**src/rtl/ocs_pkg.sv**
```systemverilog
// Shared types and defaults for the OCS crossbar and its slot controller.
package ocs_pkg;

  // Crossbar configuration defaults shared with the OCS switch modules
  localparam int unsigned OCS_NUM_SLOTS  = 2;
  localparam int unsigned OCS_SLOT_ID_W  = $clog2(OCS_NUM_SLOTS);
  localparam int unsigned OCS_LEN_W      = 16;
  localparam int unsigned OCS_PRE_NOTIFY = 3;

  // Default interval lengths in cycles
  localparam int unsigned OCS_DEF_SLOT_LEN  = 8;
  localparam int unsigned OCS_DEF_GUARD_LEN = 2;

  typedef enum logic [1:0] {
    StIdle,
    StGuard,
    StActive
  } ocs_state_e;

endpackage

```
**src/rtl/ocs_interval_cnt.sv**
```systemverilog
// Interval counter: loads a (clamped) length, counts up from zero and flags the
// last cycle of the interval plus whether the next cycle is the pre-end point.
module ocs_interval_cnt #(
  parameter int unsigned LEN_W      = 16,
  parameter int unsigned PRE_NOTIFY = 3
) (
  input  logic             i_clk,
  input  logic             i_rst_n,
  input  logic             i_en,
  input  logic             i_load,
  input  logic [LEN_W-1:0] i_load_len,
  output logic             o_last,
  output logic             o_pre_next
);

  logic [LEN_W-1:0] r_cnt;
  logic [LEN_W-1:0] r_len;
  logic [LEN_W-1:0] w_cnt_d;
  logic [LEN_W-1:0] w_len_d;
  logic [LEN_W-1:0] w_load_len;
  logic [LEN_W-1:0] w_pre_point;

  // Next count/length; a zero length is treated as one cycle
  always_comb begin
    w_load_len = (i_load_len == '0) ? LEN_W'(1) : i_load_len;
    w_cnt_d    = r_cnt;
    w_len_d    = r_len;
    if (i_load) begin
      w_cnt_d = '0;
      w_len_d = w_load_len;
    end else if (i_en) begin
      w_cnt_d = r_cnt + LEN_W'(1);
    end
    // Short intervals fire the pre-end strobe on their first cycle
    w_pre_point = (w_len_d > LEN_W'(PRE_NOTIFY)) ? (w_len_d - LEN_W'(PRE_NOTIFY)) : '0;
    o_pre_next  = (w_cnt_d == w_pre_point);
    o_last      = (r_cnt == (r_len - LEN_W'(1)));
  end

  // Counter and latched length registers
  always_ff @(posedge i_clk or negedge i_rst_n) begin
    if (!i_rst_n) begin
      r_cnt <= '0;
      r_len <= LEN_W'(1);
    end else begin
      r_cnt <= w_cnt_d;
      r_len <= w_len_d;
    end
  end

endmodule

```
**src/rtl/ocs_slot_ctrl.sv**
```systemverilog
// Slot schedule generator: alternates GUARD and ACTIVE intervals, advancing the
// crossbar slot id at each GUARD entry and counting full rotations.
module ocs_slot_ctrl
  import ocs_pkg::*;
#(
  parameter int unsigned NUM_SLOTS  = OCS_NUM_SLOTS,
  parameter int unsigned SLOT_ID_W  = OCS_SLOT_ID_W,
  parameter int unsigned LEN_W      = OCS_LEN_W,
  parameter int unsigned PRE_NOTIFY = OCS_PRE_NOTIFY
) (
  input  logic                 i_clk,
  input  logic                 i_rst_n,
  input  logic                 i_enable,
  input  logic [LEN_W-1:0]     i_slot_len,
  input  logic [LEN_W-1:0]     i_guard_len,
  output logic [SLOT_ID_W-1:0] o_slot_id,
  output logic                 o_guard,
  output logic                 o_slot_start,
  output logic                 o_pre_end,
  output logic [31:0]          o_epoch_cnt
);

  ocs_state_e           r_state, w_state_d;
  logic [SLOT_ID_W-1:0] r_slot_id, w_slot_id_d;
  logic [LEN_W-1:0]     r_slot_len, w_slot_len_d;
  logic [31:0]          r_epoch, w_epoch_d;
  logic                 r_guard, w_guard_d;
  logic                 r_slot_start, w_slot_start_d;
  logic                 r_pre_end, w_pre_end_d;
  logic                 w_load;
  logic [LEN_W-1:0]     w_load_len;
  logic                 w_last;
  logic                 w_pre_next;

  ocs_interval_cnt #(
    .LEN_W      (LEN_W),
    .PRE_NOTIFY (PRE_NOTIFY)
  ) u_interval_cnt (
    .i_clk      (i_clk),
    .i_rst_n    (i_rst_n),
    .i_en       (r_state != StIdle),
    .i_load     (w_load),
    .i_load_len (w_load_len),
    .o_last     (w_last),
    .o_pre_next (w_pre_next)
  );

  // Next-state, interval reloads and registered-output next values
  always_comb begin
    w_state_d      = r_state;
    w_slot_id_d    = r_slot_id;
    w_slot_len_d   = r_slot_len;
    w_epoch_d      = r_epoch;
    w_slot_start_d = 1'b0;
    w_load         = 1'b0;
    w_load_len     = r_slot_len;
    unique case (r_state)
      StIdle: begin
        if (i_enable) begin
          w_state_d    = StGuard;
          w_load       = 1'b1;
          w_load_len   = i_guard_len;
          w_slot_len_d = i_slot_len;
          w_slot_id_d  = '0;
        end
      end
      StGuard: begin
        if (w_last) begin
          w_load = 1'b1;
          if (i_enable) begin
            w_state_d      = StActive;
            w_load_len     = r_slot_len;
            w_slot_start_d = 1'b1;
          end else begin
            w_state_d  = StIdle;
            w_load_len = '0;
          end
        end
      end
      StActive: begin
        if (w_last) begin
          w_load = 1'b1;
          if (i_enable) begin
            w_state_d    = StGuard;
            w_load_len   = i_guard_len;
            w_slot_len_d = i_slot_len;
            if (r_slot_id == SLOT_ID_W'(NUM_SLOTS - 1)) begin
              w_slot_id_d = '0;
              w_epoch_d   = r_epoch + 32'd1;
            end else begin
              w_slot_id_d = r_slot_id + SLOT_ID_W'(1);
            end
          end else begin
            w_state_d  = StIdle;
            w_load_len = '0;
          end
        end
      end
      default: begin
        w_state_d = StIdle;
      end
    endcase
    w_guard_d   = (w_state_d != StActive);
    w_pre_end_d = (w_state_d == StActive) && w_pre_next;
  end

  // State and output registers
  always_ff @(posedge i_clk or negedge i_rst_n) begin
    if (!i_rst_n) begin
      r_state      <= StIdle;
      r_slot_id    <= '0;
      r_slot_len   <= '0;
      r_epoch      <= '0;
      r_guard      <= 1'b1;
      r_slot_start <= 1'b0;
      r_pre_end    <= 1'b0;
    end else begin
      r_state      <= w_state_d;
      r_slot_id    <= w_slot_id_d;
      r_slot_len   <= w_slot_len_d;
      r_epoch      <= w_epoch_d;
      r_guard      <= w_guard_d;
      r_slot_start <= w_slot_start_d;
      r_pre_end    <= w_pre_end_d;
    end
  end

  assign o_slot_id    = r_slot_id;
  assign o_guard      = r_guard;
  assign o_slot_start = r_slot_start;
  assign o_pre_end    = r_pre_end;
  assign o_epoch_cnt  = r_epoch;

endmodule

```
**config.mk**
```make
export PLATFORM = sky130hd
export DESIGN_NAME = ocs_slot_ctrl
export DESIGN_NICKNAME = d
export VERILOG_FILES = /design/src/rtl/ocs_pkg.sv /design/src/rtl/ocs_interval_cnt.sv /design/src/rtl/ocs_slot_ctrl.sv
export SDC_FILE = /design/constraint.sdc
export NUM_CORES = 1
export LEC_CHECK = 0
export CORE_MARGIN = 2
export CORE_UTILIZATION = 51
export DETAILED_ROUTE_END_ITERATION = 12
export PLACE_DENSITY = 0.89
export SLEW_MARGIN = 20
export SYNTH_ARGS = -nofsm -noshare
export SYNTH_HDL_FRONTEND = slang
export SYNTH_HIERARCHICAL = 1
export SYNTH_SLANG_ARGS = --single-unit
```
**constraint.sdc**
```tcl
create_clock -name i_clk -period 6.7 [get_ports i_clk]
set_input_delay 1.34 -clock i_clk [delete_from_list [all_inputs] [get_ports i_clk]]
set_output_delay 1.34 -clock i_clk [all_outputs]
set_load 0.02 [all_outputs]
```
==> metrics.txt <==
status=finished clean; register area share after synthesis=39.9%; largest net degree at the start of global routing=65; Detail Placement HPWL=10100 um; fillcell total=738; area delta synth->final=23.7%; I/O Pins=71; Max-cap violations=0; Cell variety after synth=66; Crit Path Class=reg -> reg; 1st-pass router iterations=5; FMAX=0.155 GHz; # H-tree levels=3; final setup fails=0; drt drc=0; EDFF count, synth=0; vias post-DR=4647; PwrDens=367 nW/um2; element type at the critical path end=register; Synthesis Warnings=6; switching pwr=0.00104 W; Pins Over Slew Limit=0; routability cong.=0.864; Hold Fails Final Rpt=0; slowest stage cell, crit path=dfstp_2; Main synth FF type=dfrtp_1; asr flop ratio synth=100%; Cells after DPL=750; slowest stage delay, CP=560 ps; post-synth top area share=38.9%; Crit path arrival time=6740 ps; core area=10300 um2; diode count=0; mux cell area share after synthesis=7.25%; Buffers & Inverters on Critical Path=4; main combinational cell family by area after synthesis=simple AND/OR/NAND/NOR gates; most common cell after layout, fill and taps aside=dfrtp_1; Starting Density=52.3%; Worst-Skew Late Latency=370 ps; layout cells sized above 1=18.2%; # rows=37; die footprint=11400 um2; non-filler cells, final=773; Clk pwr share=15.1%; syn avg cell area=9.93 um2; Port Buf Inserts=70; worst clock skew=12.6 ps; overall die width=107 um; # hold bufs at CTS=0; DRT iter0 DRCs=338; Mapped Cells=544; XOR/XNOR Fraction of Synth Area=13.3%; vias in the first global route=4537; Num Clock Sinks=86; routed length per instance=18.3 um; Leak=2.81 nW; fin crit period=6430 ps; period utilization=96.0%; CTS tree=yes; gr ovfl total=0; Worst Hold Margin=487 ps; Int Pwr=0.00141 W; sw frac=42.5%; Synth Area in Compound Gates=11.7%; peak supply drop=0.000247 V; Synth Cell Area=5400 um2; Nets=676; top post-synthesis cells by area=dfrtp_1, xnor2_1, mux2_2; first-pass GRT wire length=22500 um; Crit Path Max Fanout=9; synthesized flop and latch total=86; leading area contributor after synthesis=dfrtp_1; Min-Delay Path Class=reg -> reg; crit-path leading delay family=simple AND/OR/NAND/NOR gates; chip height=107 um; Worst setup SP type=register; Syn Nets=588; post-synthesis adder-cell area fraction=2.09%; Comb pwr share=52.7%; Worst Path Required=7000 ps; initial antenna violation count=0; Clock transition at path regs=100 ps; vias per cell=6.01; total track usage=25.0%; Slew HR=30.1%; final total power=0.00245 W; power share of the sequential group=32.2%; Detail Route Antenna Nets=0; clock buffer count from CTS=9; final WL=14100 um; Slew @ Worst Pin=1040 ps; Synth Area in Simple Gates=21.5%; CTS root buf=clkbuf_8; most frequent cells in the layout=dfrtp_1, clkdlybuf4s50_1, xnor2_1; Max clock buf depth=2
## repair_timing
item	in CTS	in global routing
setup buffers	0	6
resized for setup	0	27
setup endpoints to repair	0	1
## cell usage after synthesis (3+ instances only)
master     n
and3_1    10
a21o_1     3
xnor2_1   54
dfrtp_1   84
nor3_1    23
mux2i_1   11
or4_1      3
a31oi_1    3
or3_1      5
ha_1       9
xor2_1    28
or2_2      4
clkbuf_1   8
nor4_4     4
o211ai_1   3
nor3b_1    3
o21ai_0   11
nor2_1    45
nand3_1   24
inv_1     19
o22ai_1    7
nor4_1    10
buf_6      4
nand4_1   19
a22o_1    16
a21oi_1   19
nand2_1   28
mux2_2    25
and2_1     4
buf_2      6
buf_4      6
## through the flow
step | area (um2) | setup slack (ps) | util, % | setup TNS (ps)
final | 6680 | 267 | 64.7 | 0
after global placement | 6310 | 311 | 61.1 | 0
after CTS | 6500 | 63.9 | 63.0 | 0
after detailed placement | 6310 | 105 | 61.1 | 0
after floorplan | 5400 | 302 | - | 0
after global routing | 6680 | -44.2 | 64.7 | -44.2
## kinds of logic after synthesis
| family | after synthesis |
|---|---|
| muxes | 36 |
| DFF | 86 |
| AOI/OAI and AO/OA | 86 |
| adders and majority gates | 9 |
| buffers and inverters | 45 |
| and+or+nand+nor | 200 |
| xor gates and xnor gates | 82 |
## sequential cells by signal (all words and copies together), names as in the netlist
signal and cells:
r_state 2, o_epoch_cnt 32, o_slot_id 1, o_pre_end 1, o_guard 1, u_interval_cnt/r_cnt 16, r_slot_len 16, u_interval_cnt/r_len 16
o_slot_start 1
## power by group through the flow
stage	logic, W	registers, W	clock network [W]
4_1_cts	0.00118	0.000783	0.000372
6_report	0.00129	0.000789	0.000370
5_1_grt	0.00140	0.000799	0.000397
3_5_place_dp	0.00117	0.000793	0
2_1_floorplan	0.000922	0.000705	0
3_3_place_gp	0.00114	0.000784	0
## worst paths after layout
check	slack (ps)	cells after the start	endpoint	start
max in group asynchronous	4750	2	o_epoch_cnt[18]	i_rst_n
setup reg to reg	270	31	o_pre_end	u_interval_cnt/r_len[0]
min in group asynchronous	850	1	r_slot_len[3]	i_rst_n
hold / removal	490	1	o_epoch_cnt[31]	o_epoch_cnt[31]
hold reg to reg	490	1	o_epoch_cnt[31]	o_epoch_cnt[31]
setup / recovery	270	31	o_pre_end	u_interval_cnt/r_len[0]
## final cells by class
| class | instances | area [um2] | area share (%) |
|---|---|---|---|
| inverters | 20 | 75.1 | 1.12 |
| clock buffers | 11 | 131 | 1.97 |
| repair buffers | 102 | 946 | 14.2 |
| flip-flops and latches | 86 | 2150 | 32.3 |
| well taps | 136 | 170 | 2.55 |
| clock inverters | 5 | 61.3 | 0.918 |
| multi-input cells | 413 | 3140 | 47.0 |
## routing by layer
layer  wire length (um)  track usage [%]  vias up
met5                  0                0        -
met4                471             9.37        0
met3                783             3.04       40
met2               7150             42.9      196
met1               5700             32.6     2271
li1                   -                -     2140
Note: power is estimated with default switching activity, not from simulation.
